[config.mk]
export PLATFORM = sky130hd
export DESIGN_NAME = rom_port_arbiter
export DESIGN_NICKNAME = d
export VERILOG_FILES = /design/src/rtl/rom_port_arbiter.sv
export SDC_FILE = /design/constraint.sdc
export NUM_CORES = 1
export LEC_CHECK = 0
export BUFFER_PORTS_ARGS = -buffer_cell sky130_fd_sc_hd__buf_2
export CORE_MARGIN = 10
export CORE_UTILIZATION = 42
export CTS_CLUSTER_DIAMETER = 80
export DETAILED_ROUTE_END_ITERATION = 8
export HOLD_SLACK_MARGIN = 0.02
export PLACE_DENSITY_LB_ADDON = 0.05
export SYNTH_ARGS = -nofsm -noshare
export SYNTH_HDL_FRONTEND = slang
export SYNTH_SLANG_ARGS = --single-unit
export TNS_END_PERCENT = 5
[constraint.sdc]
create_clock -name vga_clk -period 2.53 [get_ports vga_clk]
set_input_delay 0.1265 -clock vga_clk [delete_from_list [all_inputs] [get_ports vga_clk]]
set_output_delay 0.1265 -clock vga_clk [all_outputs]
set_load 0.01 [all_outputs]
[src/rtl/rom_port_arbiter.sv]
// Round-robin arbiter sharing one synchronous single-port ROM among N_REQ pixel fetchers.
// Define ROM_ARB_FIXED_PRI_EN for fixed priority (index 0 highest) instead of round-robin.
module rom_port_arbiter #(
    parameter int N_REQ  = 4,
    parameter int ADDR_W = 10,
    parameter int DATA_W = 8
) (
    input  logic                      vga_clk,
    input  logic                      Reset,
    input  logic [N_REQ-1:0]          req,
    input  logic [N_REQ*ADDR_W-1:0]   addr,
    output logic [N_REQ-1:0]          gnt,
    output logic [ADDR_W-1:0]         rom_address,
    input  logic [DATA_W-1:0]         rom_q,
    output logic [DATA_W-1:0]         rdata,
    output logic [N_REQ-1:0]          rvalid
);
    localparam int PW = (N_REQ > 1) ? $clog2(N_REQ) : 1;
    localparam logic [PW:0]   NQ   = (PW+1)'(N_REQ);
    localparam logic [PW-1:0] LAST = PW'(N_REQ - 1);

    logic [PW-1:0]    base;
    logic [PW-1:0]    win;
    logic             any;
    logic [N_REQ-1:0] oh;
    logic [PW:0]      scan;
    logic [PW-1:0]    idx;
    logic             tag1_v;
    logic [N_REQ-1:0] tag1;
    logic [N_REQ-1:0] rvalid_q;

`ifdef ROM_ARB_FIXED_PRI_EN
    assign base = '0;
`else
    logic [PW-1:0] ptr;
    assign base = ptr;
`endif

    // Scan from base upward with wrap; first asserted request wins.
    always_comb begin
        win  = '0;
        any  = 1'b0;
        oh   = '0;
        scan = '0;
        idx  = '0;
        for (int j = 0; j < N_REQ; j++) begin
            scan = {1'b0, base} + (PW+1)'(j);
            if (scan >= NQ) scan = scan - NQ;
            idx = scan[PW-1:0];
            if (!any && req[idx]) begin
                any     = 1'b1;
                win     = idx;
                oh[idx] = 1'b1;
            end
        end
    end

    always_comb begin
        gnt         = '0;
        rom_address = '0;
        if (!Reset && any) begin
            gnt = oh;
            for (int i = 0; i < N_REQ; i++)
                if (oh[i]) rom_address = addr[i*ADDR_W +: ADDR_W];
        end
    end

    always_ff @(posedge vga_clk) begin
        if (Reset) begin
`ifndef ROM_ARB_FIXED_PRI_EN
            ptr      <= '0;
`endif
            tag1_v   <= 1'b0;
            tag1     <= '0;
            rvalid_q <= '0;
            rdata    <= '0;
        end else begin
`ifndef ROM_ARB_FIXED_PRI_EN
            if (any) ptr <= (win == LAST) ? '0 : win + 1'b1;
`endif
            tag1_v <= any;
            tag1   <= oh;
            if (tag1_v) begin
                rdata    <= rom_q;
                rvalid_q <= tag1;
            end else begin
                rvalid_q <= '0;
            end
        end
    end

    // A return landing in a reset cycle belongs to a flushed read, so hide it.
    assign rvalid = Reset ? '0 : rvalid_q;

endmodule

=== After elaboration in Yosys (flattened, before gate mapping) ===
Index checks and enable logic that the tools add are counted.

* $add $sub $neg: 8
* $mul: 0
* Div/mod/pow operators: 0
* Order comparisons: 12
* Equality and inequality tests: 1
* Shift operators: 0
* Mux-type cells: 40
* Bitwise gates (word level): 4
* Reductions and logical operators: 13

{| class="wikitable"
|+ Operators with widths
! operator !! count
|-
| $mux 10 || 5
|-
| $mux 4 || 6
|-
| $mux 2 || 9
|-
| $lt 2x3->1 const B || 4
|-
| $mux 1 || 12
|-
| $or 4x4->4 || 3
|-
| $ge 3x3->1 const B || 3
|-
| $bmux 1 s2 || 4
|-
| $demux 1 s2 || 4
|-
| $ge 2x1->1 const B || 4
|-
| $logic_and 1x1->1 || 8
|-
| $sub 2x1->2 const B || 4
|-
| $add 2x2->3 const B || 2
|-
| $logic_not 1->1 || 4
|-
| $add 2x1->3 const B || 1
|-
| $ge 2x3->1 const B || 1
|-
| $add 2x1->2 const B || 1
|-
| $eq 2x2->1 const B || 1
|-
| $reduce_or 2->1 || 1
|-
| $not 1->1 || 1
|}

* Register bits: 19
* Latch bits: 0
* Memory bits (writable): 0
* ROM bits: 0
* Input port bits: 54
* Output and inout bits: 26
* Logic and storage cells: 83
* Memories kept: 0

=== Depth between registers and ports, before layout ===
Gate-level depths: netlist of the first run.

* Depth after elaboration: 19
* Gate-level depth with buffers: 11
* Gate-level depth less buffers: 8

=== Worst setup path after synthesis of the first run ===
Ideal clock, no wire load.

* Path kind: register to output
* From: register with a tool-made name
* To: output port rom_address[0]
* Arrival: 2.815 ns
* Required time: 2.404 ns
* Setup slack: -0.412 ns
* Cell stages (with the launch flop): 12
* Cell sequence: dfxtp_1 buf_6 inv_1 ha_1 buf_2 or3b_4 a2111oi_4 o21ai_2 a21oi_4 buf_6 nand2_1 a22oi_1

{| class="wikitable"
|+ RTL lines
! item !! line !! text
|-
| to (decl) || 13 || <nowiki>output logic [ADDR_W-1:0] rom_address,</nowiki>
|}

==> impl_metrics.py, run 1 <==
metrics = {
    "run_status": {
        "status": "complete, but fails checks",
        "failed_checks": "negative setup slack",
    },
    "die": {
        "die_h_um": 82.16,
        "coreArea_sq_um": 3689,
        "initial_core_util": 0.4400,
        "io_pins": 80,
        "die_w_um": 82.16,
        "rows": 22,
        "dieArea_sq_um": 6750,
    },
    "power_and_ir_drop": {
        "p_leak_nw": 1.071,
        "total_power_w": 0.002403,
        "powerDensity_nw_per_um2": 1009,
        "ir_drop_v": 0.0005383,
    },
    "cts": {
        "cts_num_sinks": 19,
        "cts.htree.levels": 1,
        "cts_tree": "yes",
        "root_buffer": "clkbuf_8",
        "cts_buffers": 3,
        "path_clk_slew_ns": 0.06,
        "insertion_delay_ns": 0.25,
        "cts_buffer_depth": 2,
    },
    "cells_and_area": {
        "multi_input_area_sq_um": 1214,
        "fillCellCount": 336,
        "drive_above_1_share": 0.5034,
        "final_cells": 338,
        "final_common_cell": "buf_2",
        "area_growth_pct": 46.72,
        "final_nets": 352,
        "fin_area_sq_um": 2381,
        "fin_util": 0.6455,
        "num_antenna_cells": 0,
        "regArea_sq_um": 381.6,
        "layout_common_cells": "buf_2, buf_4, dfxtp_1",
    },
    "synthesis": {
        "yosys.area_share.simple": 0.1920,
        "synth_top_family_by_area": "compound AO/OA/AOI/OAI gates",
        "ys_types": 47,
        "synthAdderAreaFrac": 0.05397,
        "syn_nets": 255,
        "synthArstFlopShare": 0,
        "synth_seq_cells": 19,
        "synth_compound_area_frac": 0.3215,
        "synthMuxAreaShare": 0.1164,
        "ys_seq_area_frac": 0.2344,
        "yosys_warnings": 0,
        "synthFlopType": "dfxtp_1",
        "avgSynthCellArea_sq_um": 8.365,
        "syn_area_sq_um": 1623,
        "netlist_instances": 194,
        "synth_xor_xnor_area_share": 0.005397,
        "synth_edf_count": 0,
    },
    "critical_path": {
        "crit_family": "multiplexers",
        "cp.depth": 9,
        "rrSetupSlack_ns": 0.30,
        "max_stage_delay_ns": 0.62,
        "cp.arrival_ns": 2.74,
        "crit_end": "rom_address[7]",
        "cp_slowest_cell": "mux4_2",
        "cp-end-kind": "output port",
        "crit_buf_inv": 3,
        "cp_max_fo": 9,
        "crit_chain": "buf_4 > mux4_2 > or3b_1 > a31oi_4 > or2_1 > buf_6 > a221oi_1 > a22oi_2 > buf_2",
        "r2r_end": "tag1[2]$_SDFF_PP0_",
        "ff2ff_path_depth": 8,
        "worstPathRequired_ns": 2.40,
        "crit_type": "flip-flop to output port",
        "critPathLaunchType": "flip-flop",
    },
    "timing": {
        "finClkSkew_ns": 0.0005339,
        "layout_min_cycle_time_ns": 2.870,
        "worstMarginPinSlew_ns": 0.4702,
        "setup_viol": 13,
        "slew_headroom": 0.6861,
        "max_clock_freq_mhz": 348.5,
        "min_period_over_period": 1.134,
        "hold_viol_final": 0,
        "slew_viol_final": 0,
        "rsz0062_at_grt": "yes",
        "finalWorstSetupSlack_ns": -0.3397,
    },
    "detailed_routing": {
        "drc": 0,
        "final_antenna_net_count": 0,
        "wl_per_cell_um": 15.27,
        "top_layer": "met4",
        "routed-wl-met2_mm": 2.572,
        "dr_total_vias": 1812,
        "met3_length_um": 441,
        "vias_per_cell": 5.361,
        "first_pass_iters": 4,
        "wl_mm": 5.160,
        "wl_met1_mm": 2.086,
        "drt-initial-drc-count": 83,
    },
    "grt": {
        "overflow": 0,
        "grt.total_usage": 0.1382,
        "grt_pass1_wl_mm": 7.659,
        "grt_max_degree": 25,
        "antenna_found_initial": 0,
        "grt_pass1_vias": 1692,
    },
    "job": {
        "maxCapViolations": 0,
    },
    "place": {
        "place.gp.congestion": 0.8444,
        "dp.cells": 333,
        "pre_cts_ws_ns": -0.06945,
        "dpl_cell_area_sq_um": 2285,
        "io_buffers": 79,
        "dp_hpwl_mm": 4.070,
    },
    "worst_hold_path": {
        "hold_path.class": "input port to flip-flop",
    },
}
==> layer usage <==
metal	track usage	vias to the layer above
met3	0.03780	7
met2	0.2406	55
met4	0.03571	0
met5	0	-
met1	0.1636	834
li1	-	916
==> stage by stage <==
stage / hold slack, ns / setup TNS [ns]
floorplan: 0.1981 / -2.260
global placement: 0.3621 / -0.2744
detailed placement: 0.3736 / -0.3836
CTS: 0.1037 / -3.483
global route: 0.1228 / -5.574
finish: 0.1072 / -3.512
==> worst min-delay path, delay by kind of cell <==
family	cells	cell delay (ns)
AND/OR/NAND/NOR	1	0.07
buffers and inverters	1	0.07
multiplexers	1	0.06
==> synth_stat cells, types with 2 or more instances <==
library cell	n	area (sq um)
a211oi_1	2	15.01
a21oi_1	8	40.04
a221oi_1	9	78.83
a22oi_1	9	67.56
a31oi_1	3	18.77
and2_1	4	25.02
buf_2	6	30.03
buf_4	2	15.01
buf_6	3	33.78
clkbuf_1	7	26.28
dfxtp_1	19	380.4
ha_1	7	87.58
inv_1	4	15.01
mux2i_1	11	110.1
mux4_2	3	67.56
nand2_1	15	56.30
nor2_1	15	56.30
nor2b_1	10	62.56
nor3_1	3	15.01
nor3b_1	5	37.54
o211ai_1	10	75.07
o21ai_0	4	20.02
o21ai_1	11	55.05
==> state kept, by name, indices dropped and copies added, names as in the netlist, named ones only <==
| register | flops |
|---|---|
| rdata | 8 |
| tag1 | 4 |
| tag1_v | 1 |
| base | 1 |
| rvalid_q | 4 |
==> area by class of cell <==
class | count | area share
multi-input cells | 152 | 0.5097
clock buffers | 3 | 0.01734
flip-flops and latches | 19 | 0.1603
well taps | 48 | 0.02522
repair buffers | 110 | 0.2759
inverters | 5 | 0.009459
clock inverters | 1 | 0.002102
==> where the power goes <==
part           internal (W)  total, W  switching (W)
Clock              0.000109  0.000203      0.0000938
Combinational      0.000904   0.00183       0.000924
Sequential         0.000352  0.000372      0.0000202
==> how the worst min path moves through the flow <==
stage                   from                     to  slack, ns  cells after the start
floorplan              Reset     tag1[1]$_SDFF_PP0_       0.20                      1
global placement    rom_q[3]  rdata[3]$_SDFFE_PP0P_       0.36                      3
detailed placement  rom_q[5]  rdata[5]$_SDFFE_PP0P_       0.37                      3
CTS                 rom_q[3]  rdata[3]$_SDFFE_PP0P_       0.10                      3
global route        rom_q[5]  rdata[5]$_SDFFE_PP0P_       0.12                      3
finish              rom_q[5]  rdata[5]$_SDFFE_PP0P_       0.11                      3
==> cells by family after synthesis <==
group / Yosys count
AO/OA/AOI/OAI: 69
AND/OR/NAND/NOR: 60
buffers and inverters: 23
flip-flops: 19
multiplexers: 15
adder cells (fa/ha/maj): 7
XOR/XNOR: 1
==> repair_timing <==
action | CTS | global route
buffers inserted | 1 | 0
hold buffers | 0 | 0
endpoints found under the setup margin | 14 | 14
endpoints found under the hold margin | 0 | 0
gates resized for setup | 5 | 5
pin swaps | 0 | 5
(Power assumes the default switching activity.)
==> run 2: changes to the inputs <==
--- a/config.mk
+++ b/config.mk
@@ -5,6 +5,7 @@
 export SDC_FILE = /design/constraint.sdc
 export NUM_CORES = 1
 export LEC_CHECK = 0
+export ABC_AREA = 1
 export BUFFER_PORTS_ARGS = -buffer_cell sky130_fd_sc_hd__buf_2
 export CORE_MARGIN = 10
 export CORE_UTILIZATION = 42
==> run 2 against run 1 <==
The flow now finishes without violations. Die area grew 4.4%. Sequential share of layout area grew 0.87 points. Final cell count grew 21%. Sequential cell count is the same. Via count grew 2.5%. Largest cell class unchanged. Worst hold slack lost 0.0089 ns. Critical path depth grew 4. Final area shrank 4.8%. Clock skew grew 0.0028 ns. Clock power is essentially flat. Wire length shrank 4.8%. Power grew 21%.
==> impl_metrics.py, run 2 <==
metrics = {
    "worst_hold_path": {
        "min_from": "rom_q[2]",
        "worstHoldPathCells": 3,
        "hold_path_end": "rdata[2]$_SDFFE_PP0P_",
        "hold_path.class": "input port to flip-flop",
    },
    "cells_and_area": {
        "final_nets": 422,
        "largest_reg_flops": 8,
        "layout_common_cells": "nand2_1, buf_2, inv_1",
        "final_common_cell": "nand2_1",
        "fin_util": 0.5706,
        "largestRegisters": "rdata (8), rvalid_q (4), tag1 (4)",
        "largest-register": "rdata",
        "drive_above_1_share": 0.4000,
        "area_growth_pct": 32.00,
        "num_antenna_cells": 0,
    },
    "cts": {
        "cts_buffers": 3,
        "cts_tree": "yes",
        "cts_num_sinks": 19,
        "path_clk_slew_ns": 0.07,
        "insertion_delay_ns": 0.25,
        "postCtsHoldBufs": 0,
        "cts_buffer_depth": 2,
        "root_buffer": "clkbuf_8",
        "cts.htree.levels": 1,
    },
    "timing": {
        "layout_min_cycle_time_ns": 2.322,
        "setup_viol": 0,
        "finClkSkew_ns": 0.003300,
        "slew_viol_final": 0,
        "rsz0062_at_grt": "no",
        "hold_viol_final": 0,
        "tns_ns": 0,
        "worstMarginPinSlew_ns": 0.3182,
        "hold_ws_ns": 0.09826,
        "min_period_over_period": 0.9176,
        "max_clock_freq_mhz": 430.7,
        "slew_headroom": 0.7876,
    },
    "critical_path": {
        "r2r_end": "base[1]$_SDFFE_PP0N_",
        "cp.arrival_ns": 2.20,
        "rrSetupSlack_ns": 0.74,
        "crit_type": "flip-flop to output port",
        "worstPathRequired_ns": 2.40,
        "ff2ff_path_depth": 14,
        "cp-end-kind": "output port",
        "cp_max_fo": 10,
        "critPathLaunchType": "flip-flop",
    },
    "synthesis": {
        "netlist_top_cells_area": "dfxtp_1, nand2_1, inv_1",
        "synthArstFlopShare": 0,
        "avgSynthCellArea_sq_um": 6.197,
        "ys_types": 28,
        "syn_area_sq_um": 1717,
        "synthFlopType": "dfxtp_1",
        "synth_seq_cells": 19,
        "synthMostInstantiatedCell": "nand2_1",
        "syn_nets": 338,
        "netlist_instances": 277,
        "yosys_warnings": 0,
        "ys_seq_area_frac": 0.2216,
        "synth_edf_count": 0,
        "synth_common_cells": "nand2_1, inv_1, nor2_1, dfxtp_1, nand3_1",
        "yosysTopAreaCellShare": 0.2216,
        "synth_top_cell_by_area": "dfxtp_1",
    },
    "run_status": {
        "status": "finished clean",
    },
    "place": {
        "dp_hpwl_mm": 3.955,
        "io_buffers": 79,
        "place.gp.congestion": 0.8228,
    },
    "grt": {
        "grt_pass1_wl_mm": 8.493,
        "grt.total_usage": 0.1363,
        "met3_usage": 0.03711,
        "top_usage_layer": "met2",
        "overflow": 0,
        "grt_max_degree": 22,
        "met1_usage": 0.1509,
        "met2_usage": 0.2453,
        "grt_pass1_vias": 1913,
        "antenna_found_initial": 0,
    },
    "die": {
        "rows": 23,
        "die_h_um": 83.93,
        "coreArea_sq_um": 3971,
        "die_w_um": 83.93,
        "dieArea_sq_um": 7044,
        "io_pins": 80,
        "initial_core_util": 0.4323,
    },
    "job": {
        "maxCapViolations": 0,
    },
    "detailed_routing": {
        "final_antenna_net_count": 0,
        "dr_total_vias": 1857,
        "drt-initial-drc-count": 54,
        "drc": 0,
        "wl_mm": 4.912,
        "wl_per_cell_um": 11.98,
        "vias_per_cell": 4.529,
        "first_pass_iters": 4,
    },
    "power_and_ir_drop": {
        "total_power_w": 0.002898,
        "powerDensity_nw_per_um2": 1279,
        "ir_drop_v": 0.0005572,
        "p_leak_nw": 1.386,
    },
}
-- run 2: metal layers --
metal  vias up  part of all wire  routed length (um)
li1       1010                 -                   -
met1       794              0.43                2130
met2        47              0.50                2442
met3         6             0.058                 285
met4         0             0.011                  53
met5         -                 0                   0
-- run 2: per-stage QoR --
stage / setup slack, ns / instance area, sq um / instances
6_report: 0.2084 / 2266 / 410
3_5_place_dp: 0.1798 / 2168 / 404
2_1_floorplan: 0.4013 / 1717 / 277
4_1_cts: 0.03978 / 2228 / 408
5_1_grt: 0.001090 / 2266 / 410
3_3_place_gp: 0.2549 / 2168 / 404
-- run 2: worst max-delay path by stage --
stage | start | to | depth (start not counted)
after floorplan | flip-flop | rom_address[3] | 13
after global placement | flip-flop | rom_address[5] | 14
after detailed placement | flip-flop | rom_address[3] | 14
after CTS | flip-flop | rom_address[9] | 15
after global routing | flip-flop | rom_address[8] | 14
final | flip-flop | rom_address[8] | 13
-- run 2: kinds of logic (layout without fill, tap and decap cells) --
logic type | count (synthesis) | in the layout | share of synthesized area
and+or+nand+nor | 163 | 163 | 0.4679
buffers and inverters | 57 | 140 | 0.1480
AOI/OAI and AO/OA | 31 | 31 | 0.1115
DFF | 19 | 19 | 0.2216
adders and majority gates | 7 | 7 | 0.05102
-- run 2: final cells by class --
| class | count | area (sq um) |
|---|---|---|
| clock buffer | 4 | 45.04 |
| timing repair buffer | 86 | 460.4 |
| inverter | 50 | 200.2 |
| sequential | 19 | 382.9 |
| fill | 431 | 1705 |
| multi-input combinational | 201 | 1115 |
| tap | 50 | 62.56 |
-- run 2: critical path, stage by stage (launching register included) --
cell	delay, ns
dfxtp_2	0.36
inv_6	0.07
ha_4	0.31
nand3_1	0.10
nand2_2	0.11
nor2_4	0.07
a21oi_2	0.18
nand3_4	0.14
buf_4	0.18
a21oi_1	0.12
nand2_1	0.06
nand2_1	0.05
nand2_1	0.04
buf_2	0.13
-- run 2: report_power, final --
part	internal [W]	leakage [nW]	switching, W
logic	0.000867	1.21	0.00141
registers	0.000378	0.157	0.0000424
clock network	0.000112	0.0228	0.0000888
total	0.00136	1.39	0.00154
-- run 2: repair_timing --
action / CTS / global route
gates resized for setup: 3 / 6
endpoints found under the setup margin: 10 / 11
pin swaps: 0 / 4
buffers inserted: 0 / 2
